File: config.mk
export PLATFORM = sky130hd
export DESIGN_NAME = sipo_frame_receiver
export DESIGN_NICKNAME = d
export VERILOG_FILES = /design/src/rtl/sipo_frame_receiver.sv
export SDC_FILE = /design/constraint.sdc
export NUM_CORES = 1
export LEC_CHECK = 0
export CAP_MARGIN = 20
export CORE_MARGIN = 4
export CORE_UTILIZATION = 42
export CTS_CLUSTER_SIZE = 16
export DETAILED_ROUTE_END_ITERATION = 10
export HOLD_SLACK_MARGIN = 0.06
export PLACE_DENSITY_LB_ADDON = 0.2
export SETUP_SLACK_MARGIN = 0.05
export SYNTH_ARGS = -nofsm -noshare
export SYNTH_HDL_FRONTEND = slang
export SYNTH_SLANG_ARGS = --single-unit
export TNS_END_PERCENT = 5
File: constraint.sdc
create_clock -name clk -period 1.3 [get_ports clk]
set_clock_uncertainty 0.15 [all_clocks]
set_input_delay 0.325 -clock clk [delete_from_list [all_inputs] [get_ports clk]]
set_output_delay 0.325 -clock clk [all_outputs]
set_load 0.03 [all_outputs]
File: src/rtl/sipo_frame_receiver.sv
`default_nettype none
// sipo_frame_receiver: start/data/stop deframer that feeds a parallel load register.
// Define SIPO_PARITY_EN to add one even-parity bit between the data bits and the stop bit.
module sipo_frame_receiver #(
  parameter int WIDTH = 4
) (
  input  logic             clk,
  input  logic             reset,
  input  logic             sample_en,
  input  logic             sdi,
  output logic [WIDTH-1:0] data_out,
  output logic             load,
  output logic             busy,
  output logic             frame_err,
  output logic             parity_err
);

  localparam int            CW   = $clog2(WIDTH);
  localparam logic [CW-1:0] LAST = CW'(WIDTH - 1);

  typedef enum logic [1:0] {
    IDLE   = 2'd0,
    DATA   = 2'd1,
    PARITY = 2'd2,
    STOP   = 2'd3
  } state_t;

  state_t           state_q, state_d;
  logic [CW-1:0]    cnt_q, cnt_d;
  logic [WIDTH-1:0] sh_q, sh_d;
  logic [WIDTH-1:0] data_q, data_d;
  logic             load_q, load_d;
  logic             busy_q, busy_d;
  logic             ferr_q, ferr_d;

`ifdef SIPO_PARITY_EN
  logic par_q, par_d;
  logic perr_q, perr_d;
  logic par_ok;

  // Even parity: data bits XOR parity bit must be zero.
  assign par_ok = ~(^sh_q ^ par_q);
`endif

  always_comb begin
    state_d = state_q;
    cnt_d   = cnt_q;
    sh_d    = sh_q;
    data_d  = data_q;
    load_d  = 1'b0;
    ferr_d  = 1'b0;
`ifdef SIPO_PARITY_EN
    par_d   = par_q;
    perr_d  = 1'b0;
`endif
    if (sample_en) begin
      case (state_q)
        IDLE: begin
          if (!sdi) begin
            state_d = DATA;
            cnt_d   = '0;
          end
        end
        DATA: begin
          sh_d  = {sdi, sh_q[WIDTH-1:1]};
          cnt_d = cnt_q + 1'b1;
          if (cnt_q == LAST) begin
`ifdef SIPO_PARITY_EN
            state_d = PARITY;
`else
            state_d = STOP;
`endif
          end
        end
`ifdef SIPO_PARITY_EN
        PARITY: begin
          par_d   = sdi;
          state_d = STOP;
        end
`endif
        STOP: begin
          state_d = IDLE;
          // A bad stop bit outranks any parity result.
          if (!sdi) begin
            ferr_d = 1'b1;
          end
`ifdef SIPO_PARITY_EN
          else if (!par_ok) begin
            perr_d = 1'b1;
          end
`endif
          else begin
            load_d = 1'b1;
            data_d = sh_q;
          end
        end
        default: state_d = IDLE;
      endcase
    end
    busy_d = (state_d != IDLE);
  end

  always_ff @(posedge clk or posedge reset) begin
    if (reset) begin
      state_q <= IDLE;
      cnt_q   <= '0;
      sh_q    <= '0;
      data_q  <= '0;
      load_q  <= 1'b0;
      busy_q  <= 1'b0;
      ferr_q  <= 1'b0;
    end else begin
      state_q <= state_d;
      cnt_q   <= cnt_d;
      sh_q    <= sh_d;
      data_q  <= data_d;
      load_q  <= load_d;
      busy_q  <= busy_d;
      ferr_q  <= ferr_d;
    end
  end

`ifdef SIPO_PARITY_EN
  always_ff @(posedge clk or posedge reset) begin
    if (reset) begin
      par_q  <= 1'b0;
      perr_q <= 1'b0;
    end else begin
      par_q  <= par_d;
      perr_q <= perr_d;
    end
  end

  assign parity_err = perr_q;
`else
  assign parity_err = 1'b0;
`endif

  assign data_out  = data_q;
  assign load      = load_q;
  assign busy      = busy_q;
  assign frame_err = ferr_q;

endmodule
`default_nettype wire

---- Yosys cells after proc, flatten, opt, wreduce, memory -nomap -nowiden ----
Index checks and enable logic that the tools add are counted.
word-level totals
  bits in registers ....................... 15
  bits in latches ......................... 0
  memory bits (writable) .................. 0
  bits in read-only memories .............. 0
  input bits .............................. 4
  output and inout port bits .............. 8
  memories kept ........................... 0
cells by class
  add/subtract/negate cells ............... 1
  multiply operators ...................... 0
  div/mod/pow operators ................... 0
  magnitude comparators ................... 0
  eq/ne operators ......................... 4
  shift operators ......................... 0
  multiplexer cells ....................... 12
  bitwise gates (word level) .............. 0
  reduce and logical (&&, ||, !) cells .... 6
operator list
  cell                 count
  $mux 2               4
  $pmux 2 s2           2
  $mux 1               6
  $reduce_and 3->1     2
  $eq 2x2->1 const B   2
  $reduce_bool 2->1    2
  $add 2x1->2 const B  1
  $eq 2x1->1 const B   1
  $logic_not 2->1      1
  $ne 2x2->1 const B   1
  $reduce_and 2->1     1

---- Longest topological paths before layout ----
Gate-level depths: netlist (run 1).
  depth after elaboration ................. 5
  depth in mapped cells ................... 3
  mapped depth without buffers ............ 3

---- Least setup slack after synthesis (run 1) ----
OpenSTA, ideal clock, no wires.
  path kind ............................... register to register
  start point ............................. register state_q[1]
  end point ............................... register sh_q[0]
  arrival time ............................ 1081 ps
  path slack .............................. -55 ps
  cell stages (with the launch flop) ...... 4
  path through ............................ dfrtp_1 > and2b_2 > nand2_1 > mux2_2
on the way
  longest elaborated chain between the ends .. 2
RTL lines
  item                               line  RTL
  from (decl)                        28    state_t state_q, state_d;
  from (signal assigned)             113   state_q <= state_d;
  $eq 2x1->1                         57    case (state_q)
  $reduce_and 2->1 (no source line)  n/a
  to (signal assigned)               107   sh_q <= '0;
  to (signal assigned)               115   sh_q <= sh_d;
  to (decl)                          30    logic [WIDTH-1:0] sh_q, sh_d;
No other way between the ends.
A chain may end at the register's enable or synchronous reset.

---- Worst setup path after layout (run 1) ----
  start point ............................. register state_q[1]
  end point ............................... register sh_q[3]
The elaborated chain is that of the path after synthesis.

==> results of run 1 <==
-- stage by stage --
step	cell area (um2)	power (mW)	std cells	setup slack, ns	hold slack, ns
CTS	825	1.90	80	-0.0314	0.197
floorplan	616	1.28	44	-0.00549	0.0765
global placement	747	1.49	73	-0.441	0.327
finish	828	1.89	80	-0.0316	0.190
global route	828	2.00	80	-0.0662	0.197
detailed placement	747	1.53	73	-0.495	0.348
-- cells by family after synthesis --
| group | share of synthesized area (%) |
|---|---|
| flops | 63.3 |
| simple gates | 9.28 |
| mux | 15.2 |
| compound gates | 6.33 |
| buf+inv | 3.16 |
| fa+ha+maj | 2.11 |
| other cells | 0.632 |
-- final timing paths --
path	end	from	slack [ns]	cells after the start
worst min-delay path	sh_q[1]$_DFFE_PP0P_	reset	0.19	3
min in group clk	frame_err$_DFF_PP0_	sdi	0.29	3
max in group asynchronous	cnt_q[0]$_DFFE_PP0P_	reset	0.64	3
worst max register to register	sh_q[3]$_DFFE_PP0P_	state_q[1]$_DFF_PP0_	-0.03	3
worst min register to register	cnt_q[0]$_DFFE_PP0P_	cnt_q[0]$_DFFE_PP0P_	0.36	1
worst max-delay path	sh_q[3]$_DFFE_PP0P_	state_q[1]$_DFF_PP0_	-0.03	3
-- routing by layer --
metal / track usage (%) / part of all wire (%)
met5: 0 / 0
met4: 12.3 / 3.7
met3: 4.74 / 6.0
met2: 22.3 / 50
met1: 12.6 / 41
-- layout by cell type (no fill, tap or decap), drive strengths merged --
master         instances
a21o                   1
clkinv                 1
a32o                   1
nand2                  2
clkdlybuf4s50          1
a21oi                  2
nand3                  2
clkbuf                 3
dfrtp                 15
nand4                  1
o21ai                  2
ha                     1
conb                   1
dlygate4sd2            2
buf                   15
inv                    3
and3b                  1
and2b                  1
mux2                   8
nor2                   1
or2b                   1
-- what timing repair did --
action                                  4_1_cts  5_1_grt
endpoints found under the setup margin       19       16
pin swaps                                     2        1
hold buffers                                  0        0
gates resized for setup                      10        1
buffers inserted                              3        0
-- layout make-up --
type	instances	area, um2	area share (%)
sequential	15	375	45.3
multi-input combinational	25	225	27.2
timing repair buffer	18	170	20.5
clock buffer	3	22.5	2.72
tap	15	18.8	2.27
inverter	3	11.3	1.36
clock inverter	1	5.00	0.604
-- worst max-delay path, cell delays in order (launching register included) --
cell and delay [ns]:
dfrtp_1 0.41, and2b_2 0.27, nand2_4 0.08, mux2_4 0.31
-- state kept, by name (all words and copies together) (netlist names) --
| name | cells |
|---|---|
| load | 1 |
| busy | 1 |
| sh_q | 4 |
| data_out | 4 |
| cnt_q | 2 |
| frame_err | 1 |
| state_q | 2 |
-- power by group through the flow --
stage | registers (mW) | logic (mW) | clock network [mW]
after floorplan | 0.922 | 0.354 | 0
after global placement | 0.776 | 0.714 | 0
after detailed placement | 0.794 | 0.741 | 0
after CTS | 0.790 | 0.833 | 0.277
after global routing | 0.812 | 0.889 | 0.304
final | 0.790 | 0.833 | 0.266
==> metrics.md, run 1 <==
| Metric | Value |
|---|---|
| Status | finished with violations |
| Failing checks | negative setup slack |
| Vias per cell | 5.08 |
| Worst vdd ir | 1.03 mV |
| Final setup slack of the worst path | -0.0316 ns |
| Mapped Nets | between 40 and 50 |
| #FFs+latches synth | 15 |
| DRC Markers | 0 |
| Post-DP HPWL | approximately 800 um |
| First-pass GRT wire length | ~1800 um |
| Largest net degree at the start of global routing | 16 |
| Post-route ant nets | 0 |
| Clk Latency, worst-skew pair | approximately 0.29 ns |
| Worst Setup Path Type | reg2reg |
| Vias in the first global route | 424 |
| Layout cells sized above 1 | ~48% |
| FILL cells | ~100 |
| Period utilization | 102% |
| CP Capture Type | flip-flop |
| Internal | about 1.2 mW |
| Via count | 406 |
| GRT Util Overall | 13.4% |
| Layout area overhead | 39.7% |
| CP required | ~1.3 ns |
| Arrival time worst endpoint | roughly 1.4 ns |
| F_max | 0.751 GHz |
| Ranking of synthesized cells by area | dfrtp_1, mux2_2, ha_1 |
| Die width | around 46 um |
| CTS clk-pin slew, worst paths | 0.09 ns |
| Sequential area share after synthesis | 63.3% |
| Netlist cell types | 17 |
| Final setup viols | 6 |
| Remaining Overflow, GRT | 0 |
| Routability cong. | between 0.6 and 0.7 |
| Hold crit path type | in2async |
| Commonest cells in the synthesized netlist | dfrtp_1, mux2_2, inv_1 |
| Hold Vio Cnt, Final | 0 |
| Layout Utilization | a little over three fifths |
| IO buf count | 10 |
| Minimum clock period | about 1.3 ns |
| Mapped Area | 593 um2 |
| Yosys warnings | 0 |
| Comb pwr share | 44.1% |
| CTS max path bufs | 2 |
| Top-count cell post-synth | dfrtp_1 |
| TritonCTS clock tree | done |
| Pwr per Cell Area | roughly 2300 mW/mm2 |
| Setup TNS | -0.0862 ns |
| Leakage | ~0.43 nW |
| Ant diodes | 0 |
| CP Max Fanout | 4 |
| Initial antenna violation count | 0 |
| H-tree levels | 1 |
| Cell taking the most area after synthesis | dfrtp_1 |
| RSZ-0062 raised after global routing | true |
| Per-cell routed wire length | ~13 um |
| Root Driver | clkbuf_4 |
| I/O pin count | 12 |
| Core Box Area | 0.00132 mm2 |
| Nets | between 70 and 80 |
| Seq pwr share | about two fifths |
| Synth Instances | 44 |
| Die area | just over 0.002 mm2 |
| Top-area cell type share of the netlist area | a little over three fifths |
| Post-Route WL | 1070 um |
| Row count | 13 |
| CTS buffer count | 3 |
| Max Transition Viols Final | 0 |
| Net Sw Frac | 34.3% |
| Ys flop type | dfrtp_1 |
| Drt pass-1 iters | 2 |
| # Max-Cap Violations | 0 |
| DRT iter0 DRCs | 4 |
| Post-synthesis average cell area | between 10 and 15 um2 |
| Clk sinks | 15 |
| Initial Util | between 40% and 50% |
| Critical path startpoint category | flip-flop |
| Die height | ~46 um |
| Clock share of power | about 14% |
| Number of flops mapped to enable cells by yosys | 0 |
| Net Switching | about 0.65 mW |
| Fraction of registers with async set/reset | 100% |
No activity file was read; power rests on OpenSTA's default activity.
==> inputs of run 2 (changes only) <==
- CELL_PAD_IN_SITES_DETAIL_PLACEMENT: not set -> 0
- CELL_PAD_IN_SITES_GLOBAL_PLACEMENT: not set -> 1
- CORE_ASPECT_RATIO: not set -> 1.25
- CORE_UTILIZATION: 42 -> 34
- CTS_CLUSTER_DIAMETER: not set -> 40
==> metrics.md, run 2 (synthesis results as in run 1) <==
| Metric | Value |
|---|---|
| Core Box Area | 0.00160 mm2 (+22%) |
| Fin cells | 84 (+5.0%) |
| Setup TNS | -0.0130 ns (+0.0732 ns) |
| Slowest cell on the critical path | dfrtp_1 |
| Period utilization | 100% (-2.0 points) |
| Clk Latency, worst-skew pair | 0.27 ns (-0.02 ns) |
| Largest net degree at the start of global routing | 16 (unchanged) |
| CP required | 1.31 ns (-0.02 ns) |
| Top delay family on crit path | flip-flops |
| CTS clk-pin slew, worst paths | 0.08 ns (about the same) |
| Die height | 54.7 um (+20%) |
| DRT iter0 DRCs | 2 (-2) |
| # Max-Cap Violations | 0 (unchanged) |
| Crit path cell chain | and2b_2 -> nand2_4 -> mux2_4 |
| F_max | 0.766 GHz (+2.0%) |
| Layout Utilization | 52.1% (-11 points) |
| Row count | 16 (+3) |
| Minimum clock period | 1.31 ns (-0.0255 ns) |
| H-tree levels | 1 (unchanged) |
| Post-DP HPWL | 845 um (+5.1%) |
| Max Transition Viols Final | 0 (unchanged) |
| Worst Setup Path Type | reg2reg |
| Nets | 72 (+1.4%) |
| Final setup slack of the worst path | -0.00609 ns (+0.0255 ns) |
| Critical path startpoint category | flip-flop |
| Final setup viols | 4 (-2) |
| CTS buffer count | 3 (unchanged) |
| RSZ-0062 raised after global routing | true |
| Leakage | 0.430 nW (-0.77%) |
| Dpl cells | 78 (+6.8%) |
| CP Max Fanout | 4 (unchanged) |
| Clk sinks | 15 (unchanged) |
| Initial antenna violation count | 0 (unchanged) |
| Remaining Overflow, GRT | 0 (unchanged) |
| Hold Vio Cnt, Final | 0 (unchanged) |
| Per-cell routed wire length | 12.5 um (-7.2%) |
| Vias in the first global route | 466 (+9.9%) |
| Drt pass-1 iters | 2 (unchanged) |
| Buf/Inv on CP | 0 (unchanged) |
| Hold crit path type | in2async |
| Die area | 0.00248 mm2 (+19%) |
| CP Capture Type | flip-flop |
| Layout area overhead | 40.7% |
| CTS max path bufs | 2 (unchanged) |
| I/O pin count | 12 (unchanged) |
| Initial Util | 37.0% (-8.0 points) |
| Ant diodes | 0 (unchanged) |
| Arrival time worst endpoint | 1.31 ns (-0.05 ns) |
| Layout cells sized above 1 | 47.0% (-0.72 points) |
| Post-route ant nets | 0 (unchanged) |
| GRT Util Overall | 11.2% (-2.2 points) |
| Status | finished with violations |
| Routability cong. | 0.768 (+13%) |
| Via count | 397 (-2.2%) |
| Crit-path max cell delay | 0.40 ns (about the same) |
| Vias per cell | 4.73 (-6.9%) |
| Post-Route WL | 1050 um (-2.5%) |
| Failing checks | negative setup slack |
| Most frequent cells in the layout | dfrtp_1, buf_6, buf_4 |
| First-pass GRT wire length | 1950 um (+7.2%) |
| Commonest non-fill, non-tap cell in the layout | dfrtp_1 |
| Root Driver | clkbuf_4 |
| IO buf count | 10 (unchanged) |
| Worst vdd ir | 0.844 mV (-18%) |
| Die width | 45.4 um (-0.48%) |
| DRC Markers | 0 (unchanged) |
| TritonCTS clock tree | done |
| Pwr per Cell Area | 2200 mW/mm2 (-3.6%) |
[run 2: through the flow]
step	total power [mW]	cell area [um2]	setup slack, ns	hold slack (ns)
floorplan	1.28	616	-0.00549	0.0765
global placement	1.51	766	-0.391	0.331
detailed placement	1.55	766	-0.462	0.345
CTS	1.88	835	-0.0182	0.196
global route	1.97	835	-0.0509	0.227
finish	1.84	835	-0.00609	0.204
[run 2: final timing paths]
check                                startpoint                    to  slack (ns)  cells past startpoint
min in group clk                            sdi   frame_err$_DFF_PP0_        0.31                      3
hold reg to reg             sh_q[0]$_DFFE_PP0P_   sh_q[0]$_DFFE_PP0P_        0.36                      1
setup / recovery           state_q[1]$_DFF_PP0_   sh_q[1]$_DFFE_PP0P_      -0.006                      3
max in group asynchronous                 reset  state_q[1]$_DFF_PP0_        0.62                      3
setup reg to reg           state_q[1]$_DFF_PP0_   sh_q[1]$_DFFE_PP0P_      -0.006                      3
hold / removal                            reset   sh_q[3]$_DFFE_PP0P_        0.20                      3
[run 2: area by class of cell]
| class | instances | area [um2] |
|---|---|---|
| Clock buffer | 4 | 26.3 |
| Fill cell | 145 | 767 |
| Inverter | 3 | 11.3 |
| Multi-Input combinational cell | 25 | 221 |
| Sequential cell | 15 | 375 |
| Tap cell | 18 | 22.5 |
| Timing Repair Buffer | 19 | 178 |
[run 2: power by group]
part,leakage [nW],total [mW],internal [mW],switching [mW]
clock network,0.0150,0.246,0.119,0.127
registers,0.184,0.783,0.660,0.124
logic,0.231,0.807,0.446,0.360
[run 2: worst reg2reg max path, cell delays in order, from the launching register on]
cell,delay (ns)
dfrtp_1,0.40
and2b_2,0.26
nand2_4,0.09
mux2_4,0.30
[run 2: metal layers]
| layer | wire, um | global-route usage [%] | vias up |
|---|---|---|---|
| li1 | - | - | 194 |
| met1 | 373 | 10.5 | 196 |
| met2 | 624 | 21.7 | 7 |
| met3 | 49 | 1.97 | 0 |
| met4 | 0 | 7.32 | 0 |
| met5 | 0 | 0 | - |
[run 2: what timing repair did]
| action | CTS | global route |
|---|---|---|
| pin swaps | 2 | 1 |
| hold buffers | 0 | 0 |
| setup endpoints to repair | 19 | 17 |
| setup buffers | 2 | 0 |
| resized for setup | 10 | 0 |
==> inputs of run 3 (changes only) <==
--- a/constraint.sdc
+++ b/constraint.sdc
@@ -3,3 +3,3 @@
 set_input_delay 0.325 -clock clk [delete_from_list [all_inputs] [get_ports clk]]
 set_output_delay 0.325 -clock clk [all_outputs]
-set_load 0.03 [all_outputs]
+set_load 0.01 [all_outputs]
==> metrics.md, run 3 (synthesis results as in run 1) <==
| Metric | Value |
|---|---|
| Status | finished with violations |
| Failing checks | negative setup slack |
| Vias in the first global route | 414 (-11%) |
| Minimum clock period | 1.30 ns (-0.00480 ns) |
| Fin cells | 83 (-1.2%) |
| Final setup viols | 2 (-2) |
| Placed cell area | 776 um2 (+1.3%) |
| Area of the multi-input gates | 221 um2 (unchanged) |
| Post-route ant nets | 0 (unchanged) |
| Commonest non-fill, non-tap cell in the layout | dfrtp_1 |
| GRT Util Overall | 10.8% (-0.42 points) |
| CP Depth | 3 (unchanged) |
| Final Hold Slack | 0.180 ns (-0.0241 ns) |
| DRC Markers | 0 (unchanged) |
| Vias per cell | 4.69 (-0.83%) |
| Remaining Overflow, GRT | 0 (unchanged) |
| Top delay family on crit path | flip-flops |
| Post-route cell area | 790 um2 (-5.4%) |
| Hold crit path type | in2async |
| Ant diodes | 0 (unchanged) |
| Clk Latency, worst-skew pair | 0.28 ns (about the same) |
| Slowest cell on the critical path | dfrtp_1 |
| CP required | 1.33 ns (+0.02 ns) |
| Per-cell routed wire length | 12.6 um (+1.2%) |
| Final setup slack of the worst path | -0.00129 ns (+0.00480 ns) |
| Post-Route WL | 1050 um (unchanged) |
| Worst R2R End | sh_q[0]$_DFFE_PP0P_ |
| IO buf count | 10 (unchanged) |
| Crit-path max cell delay | 0.40 ns (about the same) |
| DRT iter0 DRCs | 0 (-2) |
| I/O pin count | 12 (unchanged) |
| Worst vdd ir | 0.702 mV (-17%) |
| Worst Setup Path Type | reg2reg |
| Die area | 0.00248 mm2 (unchanged) |
| Initial antenna violation count | 0 (unchanged) |
| DP Worst Slack | -0.457 ns (+0.00574 ns) |
| # Max-Cap Violations | 0 (unchanged) |
| Seq. cell area | 375 um2 (unchanged) |
| Max Transition Viols Final | 0 (unchanged) |
| Clk sinks | 15 (unchanged) |
| Via count | 389 (-2.0%) |
| CP Capture Type | flip-flop |
| Row count | 16 (unchanged) |
| Pwr per Cell Area | 2110 mW/mm2 (-4.0%) |
| Crit path cell chain | and2b_2 -> nand2_4 -> mux2_4 |
| Core Box Area | 0.00160 mm2 (unchanged) |
| Drt pass-1 iters | 1 (-1) |
| Hold Vio Cnt, Final | 0 (unchanged) |
| CTS buffer count | 3 (unchanged) |
| CTS max path bufs | 2 (unchanged) |
| Arrival time worst endpoint | 1.33 ns (+0.02 ns) |
| Worst R2R Path Depth | 3 (unchanged) |
| CTS clk-pin slew, worst paths | 0.08 ns (about the same) |
| FILL cells | 159 (+9.7%) |
| Most frequent cells in the layout | dfrtp_1, buf_4, buf_2 |
| Buf/Inv on CP | 0 (unchanged) |
| Routability cong. | 0.708 (-7.8%) |
| Layout area overhead | 33.1% |
| R2R setup slack | -0.001 ns (about the same) |
| Root Driver | clkbuf_4 |
| Initial Util | 37.0% (unchanged) |
| RSZ-0062 raised after global routing | true |
| CP Max Fanout | 4 (unchanged) |
| TritonCTS clock tree | done |
| First-pass GRT wire length | 1740 um (-11%) |
| F_max | 0.768 GHz (+0.37%) |
| Post-DP HPWL | 770 um (-8.9%) |
| Largest net degree at the start of global routing | 16 (unchanged) |
| Dpl cells | 77 (-1.3%) |
| Leakage | 0.418 nW (-2.7%) |
| Die height | 54.7 um (unchanged) |
| Layout Utilization | 49.3% (-2.8 points) |
| H-tree levels | 1 (unchanged) |
| Period utilization | 100% (-0.37 points) |
| Critical path startpoint category | flip-flop |
| Layout cells sized above 1 | 46.2% (-0.82 points) |
| Cts hold-fix bufs | 0 (unchanged) |
| RR Startpoint | state_q[1]$_DFF_PP0_ |
| Die width | 45.4 um (unchanged) |
| Nets | 71 (-1.4%) |
-- run 3: worst max-delay path by stage --
stage,start,end,slack [ns]
2_1_floorplan,state_q[1]$_DFF_PP0_,sh_q[0]$_DFFE_PP0P_,-0.005
3_3_place_gp,sample_en,sh_q[0]$_DFFE_PP0P_,-0.41
3_5_place_dp,sample_en,data_out[3]$_DFFE_PP0P_,-0.46
4_1_cts,state_q[1]$_DFF_PP0_,sh_q[0]$_DFFE_PP0P_,-0.01
5_1_grt,state_q[1]$_DFF_PP0_,sh_q[2]$_DFFE_PP0P_,-0.04
6_report,state_q[1]$_DFF_PP0_,sh_q[0]$_DFFE_PP0P_,-0.001
-- run 3: worst min-delay path, delay by kind of cell --
family | cells | cell delay [ns]
buffers and inverters | 3 | 0.65
-- run 3: timing repair --
action                                  4_1_cts  5_1_grt
resized for setup                            31        1
endpoints found under the setup margin       17       17
pin swaps                                     2        1
cloned                                        0        0
setup buffers                                 1        1
-- run 3: metrics by stage --
step	setup TNS, ns	power (mW)
after detailed placement	-5.28	1.45
final	-0.00153	1.67
after CTS	-0.0459	1.66
after floorplan	-0.0219	1.16
after global routing	-0.325	1.78
after global placement	-4.86	1.42
-- run 3: cell type report --
class,count,share of cell area [%]
Clock buffer,4,3.33
Inverter,3,1.43
Timing Repair Buffer,18,16.8
Multi-Input combinational cell,25,28.1
Sequential cell,15,47.5
Tap cell,18,2.85
-- run 3: power breakdown --
part           total (mW)  internal [mW]  switching (mW)
Combinational       0.627          0.385           0.242
Clock               0.265          0.119           0.145
Sequential          0.775          0.659           0.116
Total                1.67           1.16           0.504
-- run 3: metal layers --
metal,track usage [%],vias up,routed length (um)
li1,-,191,-
met1,9.20,185,417
met2,18.6,10,526
met3,4.28,3,67
met4,10.2,0,36
met5,0,-,0
